### src/rtl/axi3_ic_pkg.sv
// Shared definitions for the AXI3 interconnect write path: arbiter FSM
// states, address-region codes, slave-select encodings and BRESP values.
package axi3_ic_pkg;

    // Write-arbiter FSM states (normal path and decode-error path)
    typedef enum logic [2:0] {
        ST_IDLE      = 3'd0,
        ST_ADDR      = 3'd1,
        ST_DATA      = 3'd2,
        ST_RESP      = 3'd3,
        ST_DERR_ADDR = 3'd4,
        ST_DERR_DATA = 3'd5,
        ST_DERR_RESP = 3'd6
    } arb_state_e;

    // AWADDR[31:28] regions that map to a real slave
    localparam logic [3:0] REGION_MEM = 4'h0;
    localparam logic [3:0] REGION_APB = 4'h1;

    // One-hot slave select: bit0 = S0 memory, bit1 = S1 APB bridge
    localparam logic [1:0] SLV_NONE = 2'b00;
    localparam logic [1:0] SLV_MEM  = 2'b01;
    localparam logic [1:0] SLV_APB  = 2'b10;

    // Write response codes
    localparam logic [1:0] BRESP_OKAY   = 2'b00;
    localparam logic [1:0] BRESP_DECERR = 2'b11;

    // Map an address region to the one-hot slave select; unmapped -> none
    function automatic logic [1:0] region_to_slv(input logic [3:0] region);
        logic [1:0] slv;
        case (region)
            REGION_MEM: slv = SLV_MEM;
            REGION_APB: slv = SLV_APB;
            default:    slv = SLV_NONE;
        endcase
        return slv;
    endfunction

endpackage

### src/rtl/axi3_wr_arbiter_rr_arb2.sv
// Two-request round-robin picker. On contention the master that did not
// win last time is chosen; a lone requester always wins.
module rr_arb2 (
    input  logic [1:0] req,
    input  logic       last_grant,
    output logic [1:0] winner
);

    // Pick a one-hot winner from the current requests
    always_comb begin
        winner = 2'b00;
        case (req)
            2'b01:   winner = 2'b01;
            2'b10:   winner = 2'b10;
            2'b11:   winner = last_grant ? 2'b01 : 2'b10;
            default: winner = 2'b00;
        endcase
    end

endmodule

### src/rtl/axi3_wr_arbiter.sv
// AXI3 write-channel arbiter for two masters and two slaves. Grants one
// write burst at a time, routes it by AWADDR[31:28], counts W beats to
// find the burst end, flags WLAST/beat-count mismatches, and answers
// unmapped addresses itself with a DECERR response.
module axi3_wr_arbiter
    import axi3_ic_pkg::*;
(
    input  logic       ACLK,
    input  logic       ARESETn,
    input  logic [1:0] m_awvalid,
    input  logic [3:0] m0_awaddr_hi,
    input  logic [3:0] m1_awaddr_hi,
    input  logic [3:0] m0_awlen,
    input  logic [3:0] m1_awlen,
    input  logic       aw_hs,
    input  logic       w_hs,
    input  logic       w_last,
    input  logic       b_hs,
    output logic [1:0] grant,
    output logic [1:0] slv_sel,
    output logic       derr_awready,
    output logic       derr_wready,
    output logic       derr_bvalid,
    output logic [1:0] derr_bresp,
    output logic       wlast_err
);

    arb_state_e state_r;
    arb_state_e state_s;
    logic [1:0] grant_r;
    logic [1:0] grant_s;
    logic [1:0] slv_sel_r;
    logic [1:0] slv_sel_s;
    logic [3:0] count_r;
    logic [3:0] count_s;
    logic       last_grant_r;
    logic       last_grant_s;
    logic       wlast_err_r;
    logic       wlast_err_s;
    logic       derr_awready_r;
    logic       derr_wready_r;
    logic       derr_bvalid_r;

    logic [1:0] winner_s;
    logic [3:0] win_region_s;
    logic [3:0] win_len_s;
    logic [1:0] win_slv_s;
    logic       last_beat_s;

    rr_arb2 u_rr_arb2 (
        .req        (m_awvalid),
        .last_grant (last_grant_r),
        .winner     (winner_s)
    );

    // Route the winning master's region and burst length
    always_comb begin
        if (winner_s[1]) begin
            win_region_s = m1_awaddr_hi;
            win_len_s    = m1_awlen;
        end else begin
            win_region_s = m0_awaddr_hi;
            win_len_s    = m0_awlen;
        end
        win_slv_s   = region_to_slv(win_region_s);
        last_beat_s = (count_r == 4'd0);
    end

    // Next-state, grant and beat-count decisions for the current burst
    always_comb begin
        state_s      = state_r;
        grant_s      = grant_r;
        slv_sel_s    = slv_sel_r;
        count_s      = count_r;
        last_grant_s = last_grant_r;
        wlast_err_s  = 1'b0;
        case (state_r)
            ST_IDLE: begin
                if (winner_s != 2'b00) begin
                    grant_s      = winner_s;
                    last_grant_s = winner_s[1];
                    count_s      = win_len_s;
                    slv_sel_s    = win_slv_s;
                    if (win_slv_s == SLV_NONE) begin
                        state_s = ST_DERR_ADDR;
                    end else begin
                        state_s = ST_ADDR;
                    end
                end else begin
                    state_s = ST_IDLE;
                end
            end
            ST_ADDR: begin
                if (aw_hs) begin
                    state_s = ST_DATA;
                end else begin
                    state_s = ST_ADDR;
                end
            end
            ST_DERR_ADDR: begin
                // The error responder accepts the address in a single cycle
                state_s = ST_DERR_DATA;
            end
            ST_DATA, ST_DERR_DATA: begin
                if (w_hs) begin
                    // Burst end follows the count; WLAST is only cross-checked
                    wlast_err_s = (w_last != last_beat_s);
                    if (last_beat_s) begin
                        if (state_r == ST_DATA) begin
                            state_s = ST_RESP;
                        end else begin
                            state_s = ST_DERR_RESP;
                        end
                    end else begin
                        count_s = count_r - 4'd1;
                    end
                end else begin
                    state_s = state_r;
                end
            end
            ST_RESP, ST_DERR_RESP: begin
                if (b_hs) begin
                    state_s   = ST_IDLE;
                    grant_s   = 2'b00;
                    slv_sel_s = SLV_NONE;
                end else begin
                    state_s = state_r;
                end
            end
            default: begin
                // Unused encoding: drop any burst and return to a safe idle
                state_s   = ST_IDLE;
                grant_s   = 2'b00;
                slv_sel_s = SLV_NONE;
                count_s   = 4'd0;
            end
        endcase
    end

    // State, routing and registered output update with async reset
    always_ff @(posedge ACLK or negedge ARESETn) begin
        if (!ARESETn) begin
            state_r        <= ST_IDLE;
            grant_r        <= 2'b00;
            slv_sel_r      <= SLV_NONE;
            count_r        <= 4'd0;
            last_grant_r   <= 1'b1;
            wlast_err_r    <= 1'b0;
            derr_awready_r <= 1'b0;
            derr_wready_r  <= 1'b0;
            derr_bvalid_r  <= 1'b0;
        end else begin
            state_r        <= state_s;
            grant_r        <= grant_s;
            slv_sel_r      <= slv_sel_s;
            count_r        <= count_s;
            last_grant_r   <= last_grant_s;
            wlast_err_r    <= wlast_err_s;
            derr_awready_r <= (state_s == ST_DERR_ADDR);
            derr_wready_r  <= (state_s == ST_DERR_DATA);
            derr_bvalid_r  <= (state_s == ST_DERR_RESP);
        end
    end

    assign grant        = grant_r;
    assign slv_sel      = slv_sel_r;
    assign derr_awready = derr_awready_r;
    assign derr_wready  = derr_wready_r;
    assign derr_bvalid  = derr_bvalid_r;
    assign derr_bresp   = BRESP_DECERR;
    assign wlast_err    = wlast_err_r;

endmodule

### config.mk
export PLATFORM = sky130hd
export DESIGN_NAME = axi3_wr_arbiter
export DESIGN_NICKNAME = d
export VERILOG_FILES = /design/src/rtl/axi3_ic_pkg.sv /design/src/rtl/axi3_wr_arbiter_rr_arb2.sv /design/src/rtl/axi3_wr_arbiter.sv
export SDC_FILE = /design/constraint.sdc
export NUM_CORES = 1
export LEC_CHECK = 0
export ABC_AREA = 1
export BUFFER_PORTS_ARGS = -buffer_cell sky130_fd_sc_hd__buf_2
export CORE_MARGIN = 1
export CORE_UTILIZATION = 49
export CTS_BUF_LIST = sky130_fd_sc_hd__clkbuf_16
export DETAILED_ROUTE_END_ITERATION = 16
export PLACE_DENSITY = 0.78
export SLEW_MARGIN = 20
export SYNTH_ARGS = -nofsm -noshare
export SYNTH_HDL_FRONTEND = slang
export SYNTH_SLANG_ARGS = --single-unit
### constraint.sdc
create_clock -name ACLK -period 1.4 [get_ports ACLK]
set_input_delay 0.35 -clock ACLK [delete_from_list [all_inputs] [get_ports ACLK]]
set_output_delay 0.35 -clock ACLK [all_outputs]
set_load 0.05 [all_outputs]
==> results.sh <==
export IMPL_clk_insertion_delay_late_ns=0.24
export IMPL_synth_ff_type="dfrtp_1"
export IMPL_cts_tree="built"
export IMPL_report_final_setup_viol=0
export IMPL_report_final_slew_viol_count=0
export IMPL_overflow=0
export IMPL_synthArstFlopShare_pct=100
export IMPL_synth_cell_types=27
export IMPL_syn_area_um2=1050
export IMPL_drv_cap=0
export IMPL_status="finished, final reports clean"
export IMPL_criticalPathCategory="register to register"
export IMPL_grt_first_pass_wirelength_um=3460
export IMPL_synth_seq_cells=16
export IMPL_ir_drop_mv=1.37
export IMPL_ant_nets=0
export IMPL_start_util_pct=52.8
export IMPL_numCtsBuffers=3
export IMPL_cp_required_ns=1.54
export IMPL_clockRootBuffer="clkbuf_16"
export IMPL_clock_sinks=16
export IMPL_fill_cells=162
export IMPL_antenna_cells=0
export IMPL_gp_congestion=0.842
export IMPL_yosysWarnings=0
export IMPL_final_period_minus_worst_setup_slack_ns=1.36
export IMPL_grt_pass1_vias=877
export IMPL_cp_max_fo=8
export IMPL_synth_edf_count=0
export IMPL_post_dp_hpwl_um=1740
export IMPL_fmax_mhz=738
export IMPL_fin_hold_ws_ns=0.00833
export IMPL_core_um2=1980
export IMPL_htreeDepth=1
export IMPL_port_buffers=31
export IMPL_yosysMostFrequentCell="nand2_1"
export IMPL_hold_viol=0
export IMPL_yosysTopAreaCellShare_pct=35.8
export IMPL_seq_area_frac_synth_pct=38.4
export IMPL_drt_wl_total_um=2340
export IMPL_p_leak_nw=0.794
export IMPL_grt_max_degree=17
export IMPL_critPathCaptureType="register"
export IMPL_synthTopCellsByCount="47 x nand2_1, 17 x nor2_1, 16 x inv_1, 15 x dfrtp_1, 8 x nand3_1"
export IMPL_placed_area_um2=1230
export IMPL_num_rows=16
export IMPL_cp_arrival_ns=1.49
export IMPL_synth_area_leader_cell="dfrtp_1"
export IMPL_finalCritPeriodShare_pct=96.8
export IMPL_cp_start_kind="register"
export IMPL_synth_area_top_cells="dfrtp_1 36%, nand2_1 17%, nor2_1 6.1%, inv_1 5.7%, o21ai_2 4.2%"
export IMPL_vias_per_cell=4.92
export IMPL_hp_class="primary input to asynchronous set/reset pin"
export IMPL_drive_gt1_share_pct=40.5
export IMPL_antenna_found_initial=0
export IMPL_wl_per_cell_um=11.0
export IMPL_syn_avg_cell_area_um2=7.08
export IMPL_io_pins=34
export IMPL_track_usage_pct=22.1
export IMPL_firstDrtPassIters=4
export IMPL_nNetsFinal=212
export IMPL_seq_area_um2=402
export IMPL_multi_input_area_um2=569
export IMPL_die_h_um=48.2
export IMPL_cts_path_max_buffers=2
export IMPL_die_area_um2=2330
export IMPL_syn_inst=148
export IMPL_die_w_um=48.2
export IMPL_cellPowerDensity_nw_per_um2=2250
export IMPL_drt_initial_drc_count=28
export IMPL_vias=1043
export IMPL_drcViolationCount=0
export IMPL_area_delta_synth_final_pct=29.9
export IMPL_design_area_um2=1360
export IMPL_fin_skew_ns=0.00181
export IMPL_clkSlewWorstSetupHoldPaths_ns=0.05
path summary, 6_finish.rpt:
path / to / start / depth (start not counted) / slack, ns
min in group ACLK: wlast_err / w_last / 3 / 0.37
max reg2reg: state_r[0] / last_grant_r / 9 / 0.04
min reg2reg: last_grant_r / last_grant_r / 2 / 0.49
min: wlast_err / ARESETn / 1 / 0.008
max: state_r[0] / last_grant_r / 9 / 0.04
max in group asynchronous: last_grant_r / ARESETn / 1 / 1.09
stage by stage:
stage / util (%) / std cells / TNS [ns] / setup slack, ns / power (W)
after floorplan: - / 149 / 0 / 0.155 / 0.00208
after global placement: 62.2 / 206 / 0 / 0.0434 / 0.00237
after detailed placement: 62.2 / 206 / 0 / 0.00965 / 0.00241
after CTS: 66.5 / 211 / 0 / 0.0233 / 0.00299
after global routing: 68.6 / 212 / -0.0242 / -0.0126 / 0.00330
final: 68.6 / 212 / 0 / 0.0449 / 0.00306
area by class of cell:
cell class	count	area share (%)
clock inverters	1	0.276
clock buffers	3	5.52
repair buffers	34	13.3
well taps	27	2.48
inverters	24	6.99
flip-flops and latches	16	29.5
multi-input cells	107	41.9
report_power, final:
group	internal (W)	switching (W)
registers	0.000643	0.000138
clock network	0.000379	0.000177
logic	0.000568	0.00116
total	0.00159	0.00147
flip-flops by register name, indices dropped and copies added (netlist names), 2 cells and up:
name     flops
count_r      4
grant        2
slv_sel      2
state_r      3
worst max-delay path: stages, from the launching register on:
cell and delay, ns:
dfstp_2 0.54, nand2_2 0.06, nand2_2 0.11, inv_4 0.07, nand2_2 0.09, nand2_2 0.08, nand2_2 0.07, nand2_1 0.06
nor2_2 0.12, inv_1 0.05
cell families after synthesis:
logic type,count (synthesis),share of synthesized area [%]
XOR/XNOR,2,1.67
adder cells (fa/ha/maj),2,2.39
AO/OA/AOI/OAI,14,8.96
other,1,0.358
flip-flops,16,38.4
AND/OR/NAND/NOR,87,38.0
buffers and inverters,26,10.3
metal layers:
layer,vias up,wire [um],global-route usage (%)
met1,468,1050,29.5
met4,0,40,11.7
li1,526,-,-
met3,6,124,5.19
met2,43,1130,33.3
met5,-,0,0
layout by cell type (no fill, tap or decap), types with 2 or more instances in the layout:
| master | count |
|---|---|
| nor2_2 | 4 |
| nand2_2 | 10 |
| buf_4 | 2 |
| nor2_1 | 15 |
| o21ai_0 | 5 |
| inv_4 | 2 |
| inv_2 | 8 |
| nand2_1 | 43 |
| dfrtp_1 | 15 |
| o21ai_1 | 2 |
| nand3_2 | 3 |
| clkbuf_16 | 3 |
| nand3_1 | 6 |
| buf_2 | 31 |
| inv_1 | 14 |
| conb_1 | 2 |
| o21ai_2 | 5 |
repair_timing:
item,4_1_cts,5_1_grt
buffers inserted,1,1
endpoints found under the setup margin,1,7
hold buffers,0,0
gates resized for setup,0,13
pin swaps,1,4
(Power assumes the default switching activity.)
